--- src/rtl/mdu_pkg.sv ---
// Shared definitions for the multiply/divide unit: MIPS function codes,
// controller states and the decoded operation enum.
package mdu_pkg;

  localparam logic [5:0] FN_MFHI  = 6'b010000;
  localparam logic [5:0] FN_MTHI  = 6'b010001;
  localparam logic [5:0] FN_MFLO  = 6'b010010;
  localparam logic [5:0] FN_MTLO  = 6'b010011;
  localparam logic [5:0] FN_MULT  = 6'b011000;
  localparam logic [5:0] FN_MULTU = 6'b011001;
  localparam logic [5:0] FN_DIV   = 6'b011010;
  localparam logic [5:0] FN_DIVU  = 6'b011011;

  typedef enum logic [1:0] {
    ST_IDLE,
    ST_RUN,
    ST_FIX
  } state_t;

  typedef enum logic [2:0] {
    OP_MUL,
    OP_MULU,
    OP_DIV,
    OP_DIVU,
    OP_MTHI,
    OP_MTLO,
    OP_MF,
    OP_BAD
  } op_t;

  function automatic logic op_is_iter(input op_t op);
    return (op == OP_MUL) || (op == OP_MULU) || (op == OP_DIV) || (op == OP_DIVU);
  endfunction

endpackage

--- src/rtl/mdu_decode.sv ---
// Combinational decode of the R-type func field into an MDU operation.
module mdu_decode
  import mdu_pkg::*;
(
  input  logic [5:0] i_func,
  output op_t        o_op
);

  always_comb begin
    o_op = OP_BAD;
    unique case (i_func)
      FN_MULT:  o_op = OP_MUL;
      FN_MULTU: o_op = OP_MULU;
      FN_DIV:   o_op = OP_DIV;
      FN_DIVU:  o_op = OP_DIVU;
      FN_MTHI:  o_op = OP_MTHI;
      FN_MTLO:  o_op = OP_MTLO;
      FN_MFHI:  o_op = OP_MF;
      FN_MFLO:  o_op = OP_MF;
      default:  o_op = OP_BAD;
    endcase
  end

endmodule

--- src/rtl/mdu_ctrl.sv ---
// Iterative multiply/divide unit with HI/LO registers. One bit per cycle in
// RUN (shift-add multiply, restoring divide), sign correction in FIX.
module mdu_ctrl
  import mdu_pkg::*;
#(
  parameter int WIDTH = 32
) (
  input  logic             clk,
  input  logic             rst_n,
  input  logic             start,
  input  logic [5:0]       func,
  input  logic [WIDTH-1:0] a,
  input  logic [WIDTH-1:0] b,
  output logic             busy,
  output logic             done,
  output logic             illegal,
  output logic [WIDTH-1:0] hi,
  output logic [WIDTH-1:0] lo,
  output logic [WIDTH-1:0] rd_data
);

  localparam int CW = $clog2(WIDTH + 1);
  localparam logic [CW-1:0] LAST_ITER = CW'(WIDTH - 1);

  state_t             r_state, w_state_next;
  op_t                w_op;
  logic [CW-1:0]      r_cnt;
  logic [2*WIDTH-1:0] r_acc, w_acc_step, w_prod;
  logic [WIDTH-1:0]   r_opa, r_opb, r_hi, r_lo;
  logic               r_is_div, r_neg_a, r_neg_b, r_done, r_illegal;

  logic               w_signed, w_is_div, w_neg_a, w_neg_b;
  logic [WIDTH-1:0]   w_mag_a, w_mag_b;
  logic [WIDTH:0]     w_mul_sum;
  logic [WIDTH+1:0]   w_div_diff;
  logic [WIDTH-1:0]   w_quo, w_rem, w_a_orig, w_fix_hi, w_fix_lo;

  mdu_decode u_decode (
    .i_func (func),
    .o_op   (w_op)
  );

  assign w_signed = (w_op == OP_MUL) || (w_op == OP_DIV);
  assign w_is_div = (w_op == OP_DIV) || (w_op == OP_DIVU);
  assign w_neg_a  = w_signed & a[WIDTH-1];
  assign w_neg_b  = w_signed & b[WIDTH-1];
  assign w_mag_a  = w_neg_a ? -a : a;
  assign w_mag_b  = w_neg_b ? -b : b;

  // Multiply: r_opa is the multiplicand, multiplier bits leave from acc[0].
  // Divide: r_opb is the divisor, remainder builds in the upper half.
  always_comb begin
    w_mul_sum  = {1'b0, r_acc[2*WIDTH-1:WIDTH]} + (r_acc[0] ? {1'b0, r_opa} : '0);
    w_div_diff = {1'b0, r_acc[2*WIDTH-1:WIDTH-1]} - {2'b00, r_opb};
    w_acc_step = {w_mul_sum, r_acc[WIDTH-1:1]};
    if (r_is_div) begin
      if (!w_div_diff[WIDTH+1])
        w_acc_step = {w_div_diff[WIDTH-1:0], r_acc[WIDTH-2:0], 1'b1};
      else
        w_acc_step = {r_acc[2*WIDTH-2:0], 1'b0};
    end
  end

  always_comb begin
    w_prod   = (r_neg_a ^ r_neg_b) ? -r_acc : r_acc;
    w_quo    = (r_neg_a ^ r_neg_b) ? -r_acc[WIDTH-1:0] : r_acc[WIDTH-1:0];
    w_rem    = r_neg_a ? -r_acc[2*WIDTH-1:WIDTH] : r_acc[2*WIDTH-1:WIDTH];
    w_a_orig = r_neg_a ? -r_opa : r_opa;
    w_fix_hi = w_prod[2*WIDTH-1:WIDTH];
    w_fix_lo = w_prod[WIDTH-1:0];
    if (r_is_div) begin
      if (r_opb == '0) begin
        w_fix_hi = w_a_orig;
        w_fix_lo = '1;
      end else begin
        w_fix_hi = w_rem;
        w_fix_lo = w_quo;
      end
    end
  end

  always_comb begin
    w_state_next = r_state;
    case (r_state)
      ST_IDLE: if (start && op_is_iter(w_op)) w_state_next = ST_RUN;
      ST_RUN:  if (r_cnt == LAST_ITER) w_state_next = ST_FIX;
      ST_FIX:  w_state_next = ST_IDLE;
      default: w_state_next = ST_IDLE;
    endcase
  end

  always_ff @(posedge clk or negedge rst_n) begin
    if (!rst_n) r_state <= ST_IDLE;
    else        r_state <= w_state_next;
  end

  always_ff @(posedge clk or negedge rst_n) begin
    if (!rst_n) begin
      r_cnt     <= '0;
      r_acc     <= '0;
      r_opa     <= '0;
      r_opb     <= '0;
      r_hi      <= '0;
      r_lo      <= '0;
      r_is_div  <= 1'b0;
      r_neg_a   <= 1'b0;
      r_neg_b   <= 1'b0;
      r_done    <= 1'b0;
      r_illegal <= 1'b0;
    end else begin
      r_done    <= 1'b0;
      r_illegal <= 1'b0;
      case (r_state)
        ST_IDLE: begin
          if (start) begin
            case (w_op)
              OP_MUL, OP_MULU, OP_DIV, OP_DIVU: begin
                r_opa    <= w_mag_a;
                r_opb    <= w_mag_b;
                r_neg_a  <= w_neg_a;
                r_neg_b  <= w_neg_b;
                r_is_div <= w_is_div;
                r_cnt    <= '0;
                r_acc    <= {{WIDTH{1'b0}}, (w_is_div ? w_mag_a : w_mag_b)};
              end
              OP_MTHI: begin
                r_hi   <= a;
                r_done <= 1'b1;
              end
              OP_MTLO: begin
                r_lo   <= a;
                r_done <= 1'b1;
              end
              OP_MF:   ;
              default: r_illegal <= 1'b1;
            endcase
          end
        end
        ST_RUN: begin
          r_acc <= w_acc_step;
          r_cnt <= r_cnt + CW'(1);
        end
        ST_FIX: begin
          r_hi   <= w_fix_hi;
          r_lo   <= w_fix_lo;
          r_done <= 1'b1;
          r_cnt  <= '0;
        end
        default: ;
      endcase
    end
  end

  assign busy    = (r_state != ST_IDLE);
  assign done    = r_done;
  assign illegal = r_illegal;
  assign hi      = r_hi;
  assign lo      = r_lo;
  assign rd_data = (func == FN_MFHI) ? r_hi :
                   (func == FN_MFLO) ? r_lo : '0;

endmodule

--- config.mk ---
export PLATFORM = sky130hd
export DESIGN_NAME = mdu_ctrl
export DESIGN_NICKNAME = d
export VERILOG_FILES = /design/src/rtl/mdu_pkg.sv /design/src/rtl/mdu_decode.sv /design/src/rtl/mdu_ctrl.sv
export SDC_FILE = /design/constraint.sdc
export NUM_CORES = 1
export LEC_CHECK = 0
export ABC_CLOCK_PERIOD_IN_PS = 4900
export CORE_MARGIN = 2
export CORE_UTILIZATION = 50
export DETAILED_ROUTE_END_ITERATION = 10
export PLACE_DENSITY = 0.7
export SKIP_LAST_GASP = 1
export SLEW_MARGIN = 20
export SYNTH_ARGS = -nofsm -noshare
export SYNTH_HDL_FRONTEND = slang
export SYNTH_SLANG_ARGS = --single-unit
--- constraint.sdc ---
create_clock -name clk -period 4.9 [get_ports clk]
set_input_delay 0.98 -clock clk [delete_from_list [all_inputs] [get_ports clk]]
set_output_delay 0.98 -clock clk [all_outputs]
set_load 0.005 [all_outputs]
==> impl_metrics.tcl <==
set metrics [dict create \
    pwr-share-clk 0.169 \
    p_per_area_nw_per_um2 558 \
    path_clk_slew_ps 60 \
    synth_xor_area_frac 0.109 \
    dpl.hpwl_mm 51.8 \
    grt_first_pass_wirelength_mm 104 \
    critPathMaxFanout 7 \
    drive_above_1_share 0.0615 \
    cts_tree "yes" \
    avgSynthCellArea_um2 7.74 \
    fp.dieArea_um2 37800 \
    maxSlewViolCount 0 \
    routed-via-count 18541 \
    fin_skew_ps 28.1 \
    path_cells "nor4_1 -> and4_1 -> nor3b_2 -> and2_1 -> nand2_1 -> o31a_1 -> xor2_1 -> o21ai_1 -> a31oi_1" \
    grt-ovfl-total 0 \
    worst_pin_slew_ps 1130 \
    end_kind "flop" \
    synth_fp_nets 2492 \
    die_h_um 194 \
    antenna_found_initial 0 \
    setup.worst_path.start_class "flop" \
    cap_violations 0 \
    switching_share 0.473 \
    grt_use_total 0.349 \
    postPlaceCellArea_um2 20200 \
    status "finished with violations" \
    yosys_warnings 0 \
    stdcell_count 2901 \
    drc 7 \
    vdd_ir_drop_max_mv 0.417 \
    finalCriticalPeriod_ps 4160 \
    dp.cells 2857 \
    worstPathArrival_ps 4560 \
    comb_power_share 0.549 \
    violations "DRC" \
    coreArea_um2 35700 \
    synthTopCellsByArea "dfrtp_1 28%, nand2_1 6.2%, xnor2_1 5.8%" \
    htree_num_levels 1 \
    hold_path.class "in2async" \
    synth.ff_latch_count 205 \
    yosysTopAreaCell "dfrtp_1" \
    area_growth_syn_to_layout_pct 16.5 \
    synth-edff-count 0 \
    p_leak_uw 0.00876 \
    clk_latency_ps 560 \
    drtPass1Iterations 10 \
    clock-sinks 205 \
    clockBufferDepth 3 \
    finalCritPeriodShare 0.849 \
    numCtsBuffers 25 \
    grt_max_degree 116 \
    start_util 0.508 \
    hold_viol 0 \
    postCtsSetupBuffers 0 \
    setup_violations 0 \
    hold_buffers 0 \
    routed_wl_mm 67.5 \
    required_ps 5300 \
    synthCells 2343 \
    portBuffers 171 \
    setup_ws_ps 739 \
    antenna_cells 0 \
    synth_area_um2 18100 \
    yosysSeqAreaShare 0.283 \
    place_ws_ps 701 \
    wire_per_inst_um 23.3 \
    place_congestion 1.01 \
    synth_ff_type "dfrtp_1" \
    grt_pass1_vias 17347 \
    ant_nets 0 \
    async_reset_ff_frac 1.00 \
    io_pins 172 \
    synth_top_family_by_area "compound AO/OA/AOI/OAI gates" \
    synth-simple-area-share 0.204 \
    fin_tns_setup_ps 0 \
    crit_type "reg2reg" \
    synth_cell_types 81 \
    postLayoutCoreUtil 0.592 \
    synth_top_area_frac 0.283 \
    root_buffer "clkbuf_16" \
    drt-initial-drc-count 1741 \
    max_freq_mhz 240 \
    synth_compound_area_frac 0.254 \
    slew_headroom 0.246 \
    fin_nets 2573 \
    synthMuxAreaShare 0.0472 \
    rows 69 \
    worst_path_max_delay_cell "nor4_1" \
    synth-adder-area-share 0.0533 \
    via_per_inst 6.39 \
    finish.instance_area_um2 21100 \
    die_w_um 194 \
    power_switching_uw 5580 \
    pwr-share-seq 0.282 \
    rsz0062_at_grt "no" \
    p_int_uw 6200 \
    ctsResizeCount 0 \
    critical-path-max-stage-delay_ps 850 \
]
## worst paths after layout
| path | start | endpoint | slack, ps | cells past startpoint |
|---|---|---|---|---|
| max | r_acc[5]$_DFFE_PN0P_ | hi[20]$_DFFE_PN0P_ | 740 | 9 |
| min | rst_n | lo[23]$_DFFE_PN0P_ | 330 | 1 |
| min in group clk | lo[22]$_DFFE_PN0P_ | lo[22]$_DFFE_PN0P_ | 500 | 2 |
| max reg2reg | r_acc[5]$_DFFE_PN0P_ | hi[20]$_DFFE_PN0P_ | 740 | 9 |
| max in group asynchronous | rst_n | r_is_div$_DFFE_PN0P_ | 3790 | 2 |
| min reg2reg | lo[22]$_DFFE_PN0P_ | lo[22]$_DFFE_PN0P_ | 500 | 2 |
## cell usage after synthesis, types with 17 or more instances
| cell type | count |
|---|---|
| a21oi_1 | 188 |
| dfrtp_1 | 205 |
| a31oi_1 | 19 |
| and3_1 | 17 |
| nor4_1 | 24 |
| nand2b_1 | 19 |
| ha_1 | 74 |
| nand3_1 | 27 |
| nand2_1 | 299 |
| or3_1 | 21 |
| xnor2_1 | 120 |
| o31ai_1 | 37 |
| mux2i_1 | 54 |
| nor3_1 | 48 |
| nor2_1 | 184 |
| o211ai_1 | 36 |
| o21ai_1 | 50 |
| a21o_1 | 22 |
| o21ai_0 | 209 |
| and2_1 | 61 |
| o22ai_1 | 28 |
| xor2_1 | 105 |
| a211oi_1 | 37 |
| mux2_2 | 26 |
| clkbuf_1 | 138 |
| inv_1 | 69 |
## cells in the final DEF, fill, tap and decap left out, drive strengths merged, types with 70 or more instances in the layout
cell and n:
xnor2 120, dfrtp 205, o21ai 259, clkdlybuf4s50 169, inv 70, nor2 184
nand2 299, xor2 105, a21oi 188, ha 74
## kinds of logic (layout without fill, tap and decap cells)
kind of cell             after synthesis  after routing
XOR/XNOR                             225            225
buffers and inverters                230            327
multiplexers                          81             81
flip-flops                           205            205
adder cells (fa/ha/maj)               76             76
AND/OR/NAND/NOR                      777            777
AO/OA/AOI/OAI                        749            749
## metrics by stage
step	hold slack, ps	total power, uW
after detailed placement	495	9650
after global placement	481	9510
after global routing	331	12600
after CTS	502	11700
final	331	11800
after floorplan	459	7580
## critical path, delay by kind of cell, from the launching register on
family          cells  cell delay [ps]
flops               1              440
xor+xnor            1              150
compound gates      3              930
simple gates        5             2460
## power groups by stage
stage	clock network, uW	registers [uW]	logic [uW]
after floorplan	0	2780	4800
after global placement	0	3290	6220
after detailed placement	0	3310	6340
after CTS	2010	3280	6370
after global routing	2080	3380	7150
final	1990	3320	6460
## cell type report
cell class	instances	area, um2
Clock buffer	37	731
Sequential cell	205	5130
Clock inverter	6	134
Multi-Input combinational cell	1908	12200
Fill cell	3348	14500
Inverter	69	259
Tap cell	461	577
Timing Repair Buffer	215	2090
## registers in the layout, summed over array words and instances (netlist names)
signal	count
r_acc	64
r_neg_a	1
r_cnt	6
r_state	2
lo	32
illegal	1
r_opa	32
r_opb	32
r_neg_b	1
hi	32
done	1
r_is_div	1
## metal layers
metal / vias to the layer above / routed length (um) / global-route usage
li1: 8552 / - / -
met3: 148 / 5600 / 0.0526
met5: - / 0 / 0
met4: 0 / 2860 / 0.131
met1: 8966 / 27900 / 0.472
met2: 875 / 31100 / 0.568
Power figures use the tool's default switching activity.
